File: config.mk
export PLATFORM = sky130hd
export DESIGN_NAME = frame_spill
export DESIGN_NICKNAME = d
export VERILOG_FILES = /design/src/rtl/frame_pkg.sv /design/src/rtl/spill_ram.sv /design/src/rtl/frame_spill.sv
export SDC_FILE = /design/constraint.sdc
export NUM_CORES = 2
export LEC_CHECK = 0
export ABC_AREA = 1
export BUFFER_PORTS_ARGS = -buffer_cell sky130_fd_sc_hd__buf_2
export CAP_MARGIN = 10
export CORE_ASPECT_RATIO = 0.9
export CORE_MARGIN = 4
export CORE_UTILIZATION = 42
export DETAILED_ROUTE_END_ITERATION = 8
export PLACE_DENSITY = 0.56
export RECOVER_POWER = 50
export SETUP_SLACK_MARGIN = 0.05
export SYNTH_ARGS = -nofsm -noshare
export SYNTH_HDL_FRONTEND = slang
export SYNTH_SLANG_ARGS = --single-unit
File: constraint.sdc
create_clock -name clk -period 4.4 [get_ports clk]
set_clock_uncertainty 0.15 [all_clocks]
set_input_delay 0.66 -clock clk [delete_from_list [all_inputs] [get_ports clk]]
set_output_delay 0.66 -clock clk [all_outputs]
set_load 0.01 [all_outputs]
File: src/rtl/frame_pkg.sv
// Shared constants and types for the frame spill stack.
package frame_pkg;

    localparam int WORD_W      = 16;
    localparam int FRAME_WORDS = 16;
    localparam int FRAME_W     = WORD_W * FRAME_WORDS;

    typedef enum logic [2:0] {
        IDLE,
        SAVE,
        LOAD,
        LWAIT,
        DONE
    } state_e;

    typedef enum logic [1:0] {
        OP_NOP,
        OP_SAVE,
        OP_LOAD
    } op_e;

endpackage

File: src/rtl/spill_ram.sv
// Single-port word RAM: synchronous write, registered 1-cycle read.
module spill_ram
    import frame_pkg::*;
#(
    parameter  int FRAMES = 8,
    localparam int AW     = $clog2(FRAMES * FRAME_WORDS)
) (
    input  logic              clk,
    input  logic              we,
    input  logic [AW-1:0]     addr,
    input  logic [WORD_W-1:0] wdata,
    output logic [WORD_W-1:0] rdata
);

    logic [WORD_W-1:0] mem_q [FRAMES*FRAME_WORDS];
    logic [WORD_W-1:0] rdata_q;

    // Contents are deliberately never reset.
    always_ff @(posedge clk) begin
        if (we) begin
            mem_q[addr] <= wdata;
        end
        rdata_q <= mem_q[addr];
    end

    assign rdata = rdata_q;

endmodule

File: src/rtl/frame_spill.sv
// Register-file frame stack spilling 256-bit frames to a word RAM.
// Define FRAME_SPILL_ERR_EN to add the sticky err port.
module frame_spill
    import frame_pkg::*;
#(
    parameter int FRAMES = 8
) (
    input  logic                    clk,
    input  logic                    reset,
    input  logic [FRAME_W-1:0]      fcOut,
    input  logic                    save_req,
    input  logic                    load_req,
    output logic [FRAME_W-1:0]      fcIn,
    output logic                    restore,
    output logic                    busy,
    output logic                    done,
    output logic [$clog2(FRAMES):0] depth
`ifdef FRAME_SPILL_ERR_EN
    ,
    output logic                    err
`endif
);

    localparam int DW = $clog2(FRAMES) + 1;
    localparam int FW = DW - 1;
    localparam int CW = $clog2(FRAME_WORDS);
    localparam int AW = FW + CW;

    state_e             state_q, state_d;
    op_e                op_q, op_d;
    logic [CW-1:0]      cnt_q, cnt_d;
    logic [DW-1:0]      depth_q, depth_d;
    logic [FRAME_W-1:0] sreg_q, sreg_d;
    logic [FRAME_W-1:0] fcin_q, fcin_d;
    logic               err_q, err_d;

    logic               full, empty, last;
    logic [DW-1:0]      fidx;
    logic               ram_we;
    logic [AW-1:0]      ram_addr;
    logic [WORD_W-1:0]  ram_rdata;

    assign full  = depth_q == DW'(FRAMES);
    assign empty = depth_q == '0;
    assign last  = cnt_q == CW'(FRAME_WORDS - 1);
    assign fidx  = (op_q == OP_LOAD) ? depth_q - DW'(1) : depth_q;

    always_ff @(posedge clk) begin
        if (reset) begin
            state_q <= IDLE;
            op_q    <= OP_NOP;
            cnt_q   <= '0;
            depth_q <= '0;
            sreg_q  <= '0;
            fcin_q  <= '0;
            err_q   <= 1'b0;
        end else begin
            state_q <= state_d;
            op_q    <= op_d;
            cnt_q   <= cnt_d;
            depth_q <= depth_d;
            sreg_q  <= sreg_d;
            fcin_q  <= fcin_d;
            err_q   <= err_d;
        end
    end

    always_comb begin
        state_d = state_q;
        unique case (state_q)
            IDLE: begin
                if (save_req) begin
                    state_d = full ? DONE : SAVE;
                end else if (load_req) begin
                    state_d = empty ? DONE : LOAD;
                end
            end
            SAVE:    if (last) state_d = DONE;
            LOAD:    if (last) state_d = LWAIT;
            LWAIT:   state_d = DONE;
            DONE:    state_d = IDLE;
            default: state_d = IDLE;
        endcase
    end

    always_comb begin
        op_d    = op_q;
        cnt_d   = cnt_q;
        depth_d = depth_q;
        sreg_d  = sreg_q;
        fcin_d  = fcin_q;
        err_d   = err_q;
        unique case (state_q)
            IDLE: begin
                cnt_d = '0;
                if (save_req) begin
                    op_d   = full ? OP_NOP : OP_SAVE;
                    sreg_d = fcOut;
                    err_d  = err_q | full;
                end else if (load_req) begin
                    op_d  = empty ? OP_NOP : OP_LOAD;
                    err_d = err_q | empty;
                end
            end
            SAVE: begin
                cnt_d  = cnt_q + CW'(1);
                sreg_d = sreg_q >> WORD_W;
                if (last) depth_d = depth_q + DW'(1);
            end
            LOAD: begin
                cnt_d = cnt_q + CW'(1);
                // First LOAD cycle has no read data yet.
                if (cnt_q != '0) begin
                    sreg_d = {ram_rdata, sreg_q[FRAME_W-1:WORD_W]};
                end
            end
            LWAIT: begin
                fcin_d  = {ram_rdata, sreg_q[FRAME_W-1:WORD_W]};
                depth_d = depth_q - DW'(1);
            end
            default: ;
        endcase
    end

    always_comb begin
        busy     = state_q != IDLE;
        done     = state_q == DONE;
        restore  = (state_q == DONE) && (op_q == OP_LOAD);
        ram_we   = state_q == SAVE;
        ram_addr = {fidx[FW-1:0], cnt_q};
    end

    spill_ram #(
        .FRAMES (FRAMES)
    ) u_ram (
        .clk   (clk),
        .we    (ram_we),
        .addr  (ram_addr),
        .wdata (sreg_q[WORD_W-1:0]),
        .rdata (ram_rdata)
    );

    assign fcIn  = fcin_q;
    assign depth = depth_q;
`ifdef FRAME_SPILL_ERR_EN
    assign err   = err_q;
`endif

endmodule

==> flow_summary.toml <==
[status]
status = "finished, violations left"
violations = "max-capacitance violations, max-slew violations"

[route]
drc = 0
totalWireLength_um = 372000
firstDrtPassIters = 7
drt_iter0_drc = 10084
viasPerCell = 5.40
avgRoutedWirePerCell_um = 25.5
postRouteAntennaNets = 0
num_vias = 78858

[clocking]
cts.sinks = 2589
cts_tree = "done"
htree_levels = 5
cts_setup_buffers = 0
clock_path_buffers = 4
cts-root-buf = "clkbuf_16"
clock_latency_ps = 880
cts_made_buffers = 281
cts.clk_slew.worst_paths_ps = 60

[floorplanning]
start_util_pct = 42.2
rows = 174
pin_count = 523
die_h_um = 483
core-area_mm2 = 0.250
fp.dieW_um = 536
die_area_mm2 = 0.259

[sta]
hold_viol_final = 0
fin_crit_ps = 4090
worst_hold_slack_ps = 60.8
timing.fmax_ghz = 0.245
setup_viol = 0
fin_ws_ps = 312
slew_violations = 1332
fin_setup_tns_ps = 0
period_share_pct = 92.9
rsz0062_at_grt = "false"
relSlewSlack_pct = -154
tightest_slew_ps = 3810

[worst_hold_path]
holdCritStartpoint = "fcOut[238]"
hold_path_class = "input pin to flip-flop"

[yosys]
yosysUniqueCellTypes = 37
synth_cells = 10347
ys_ff_latch = 2589
synth_compound_area_share_pct = 7.11
syn-cell-area_mm2 = 0.105
avgSynthCellArea_um2 = 10.2
synth-simple-area-share_pct = 19.9
synthAdderAreaFrac_pct = 0.0593
syn_nets = 10612
synth_xor_area_share_pct = 0.00831
yosys_warnings = 0
synth.area.mux_share_pct = 0
ys_seq_area_share_pct = 68.6
synth_top_family_by_area = "simple AND/OR/NAND/NOR gates"

[cells_and_area]
drive_gt1_share_pct = 9.64
final_cell_mix = "3,996 x nand2_1, 2,048 x edfxtp_1, 947 x nor2_1"
finalNetCount = 11282
seqCellArea_mm2 = 0.0723
multiInputGateArea_mm2 = 0.0285
layout_commonest_cell = "nand2_1"
final_cell_area_mm2 = 0.123
syn_to_final_growth_pct = 16.3
fill_cells = 23088

[grt]
overflow = 0
use_met2_pct = 41.3
grt_busiest_layer = "met2"
grt_pass1_vias = 73587
grt_pass1_wl_um = 529000
grt.total_usage_pct = 27.6
use_met3_pct = 5.20
grt_max_degree = 188
grt_util_met1_pct = 39.6
antenna_found_initial = 32

[power]
p_per_area_mw_per_mm2 = 578
finalPower_w = 0.0709
power_leakage_nw = 48.9
ir_drop_uv = 417

[worst_setup_path]
path_cells = "clkbuf_2"
cp_max_fo = 62
crit_path_start_kind = "flip-flop"
critical-path-top-delay-family = "flip-flops"
reg2reg_depth = 1
cp.arrival_ps = 4290
end_kind = "flip-flop"
required_ps = 4600
r2r_slack_ps = 310
crit_start = "sreg_q[12]$_SDFFE_PP0P_"
reg2reg_from = "sreg_q[12]$_SDFFE_PP0P_"
r2r-end = "u_ram.mem_q[76][12]$_DFFE_PP_"
path_depth = 1
cp_num_buf_inv = 1
worstSetupPathType = "flip-flop to flip-flop"
slowest_delay_ps = 1730
worstSetupEndpoint = "u_ram.mem_q[76][12]$_DFFE_PP_"
cpMaxStageDelayCell = "dfxtp_1"

[place]
numPortBuffers = 522
preCtsSetupSlack_ps = 789
place_congestion = 0.993
dp_hpwl_um = 235000
post_dp_cell_area_mm2 = 0.112

[run]
maxCapViolations = 24
## per-stage QoR
stage,instances,utilization (%)
CTS,14569,49.3
global placement,13864,44.9
finish,14595,49.1
detailed placement,13866,44.9
floorplan,10347,-
global route,14587,49.1
## state kept, by name (all words and copies together), names as in the netlist
name,count
cnt_q,4
depth,4
fcIn,256
op_q,2
sreg_q,256
state_q,3
u_ram.mem_q,2048
u_ram.rdata,16
## synth_stat cells, drive strengths merged
master / count / area (um^2)
o211a: 1 / 10.0
o21a: 9 / 67.6
o21ai: 782 / 3910
clkinv: 4 / 15.0
a21oi: 69 / 345
a31o: 1 / 8.76
clkbuf: 248 / 931
nand4: 68 / 425
o22ai: 5 / 31.3
o211ai: 200 / 1500
edfxtp: 2048 / 61500
or2: 120 / 751
a31oi: 258 / 1610
nor2: 966 / 3710
xnor2: 1 / 8.76
nor4: 3 / 18.8
ha: 5 / 62.6
buf: 371 / 1950
nand3: 182 / 936
nand3b: 2 / 15.0
dfxtp: 541 / 10800
nor3: 5 / 35.0
inv: 455 / 1710
nand2: 4003 / 15000
## worst min path at each step
stage | cells past startpoint | slack [ps] | end
after global routing | 3 | 20 | sreg_q[238]$_SDFFE_PP0P_
after global placement | 2 | 340 | sreg_q[19]$_SDFFE_PP0P_
after CTS | 4 | 0.9 | op_q[0]$_SDFFE_PP0P_
final | 3 | 60 | sreg_q[238]$_SDFFE_PP0P_
after floorplan | 2 | 310 | fcIn[240]$_SDFFE_PP0P_
after detailed placement | 2 | 330 | sreg_q[14]$_SDFFE_PP0P_
## layer usage
| metal | share of wire (%) | up-vias |
|---|---|---|
| met5 | 0.022 | - |
| met4 | 4.7 | 11 |
| met3 | 9.5 | 664 |
| met2 | 44 | 3841 |
| met1 | 42 | 38370 |
| li1 | - | 35972 |
## report_power, final
group,internal (W),leakage (nW),total [W],switching [W]
Clock,0.0132,4.30,0.0230,0.00981
Combinational,0.00377,21.4,0.0159,0.0121
Sequential,0.0296,23.2,0.0320,0.00239
## kinds of logic (layout without fill, tap and decap cells)
logic type | count (synthesis) | after routing
AND/OR/NAND/NOR | 5349 | 5349
flip-flops | 2589 | 2589
AO/OA/AOI/OAI | 1325 | 1325
buffers and inverters | 1078 | 1959
adder cells (fa/ha/maj) | 5 | 5
XOR/XNOR | 1 | 1
other | 0 | 23
## layout make-up
type                       count  area share (%)
timing repair buffer        1006            5.68
inverter                     459            1.44
multi-input combinational   6680            23.3
antenna                       23          0.0469
tap                         3344            3.41
clock inverter               129           0.963
sequential                  2589            59.0
clock buffer                 365            6.21
## what timing repair did
action | 4_1_cts | 5_1_grt
hold buffers | 209 | 0
hold endpoints to repair | 210 | 0
setup endpoints to repair | 0 | 0
resized for setup | 0 | 0
Note: power is estimated with default switching activity, not from simulation.
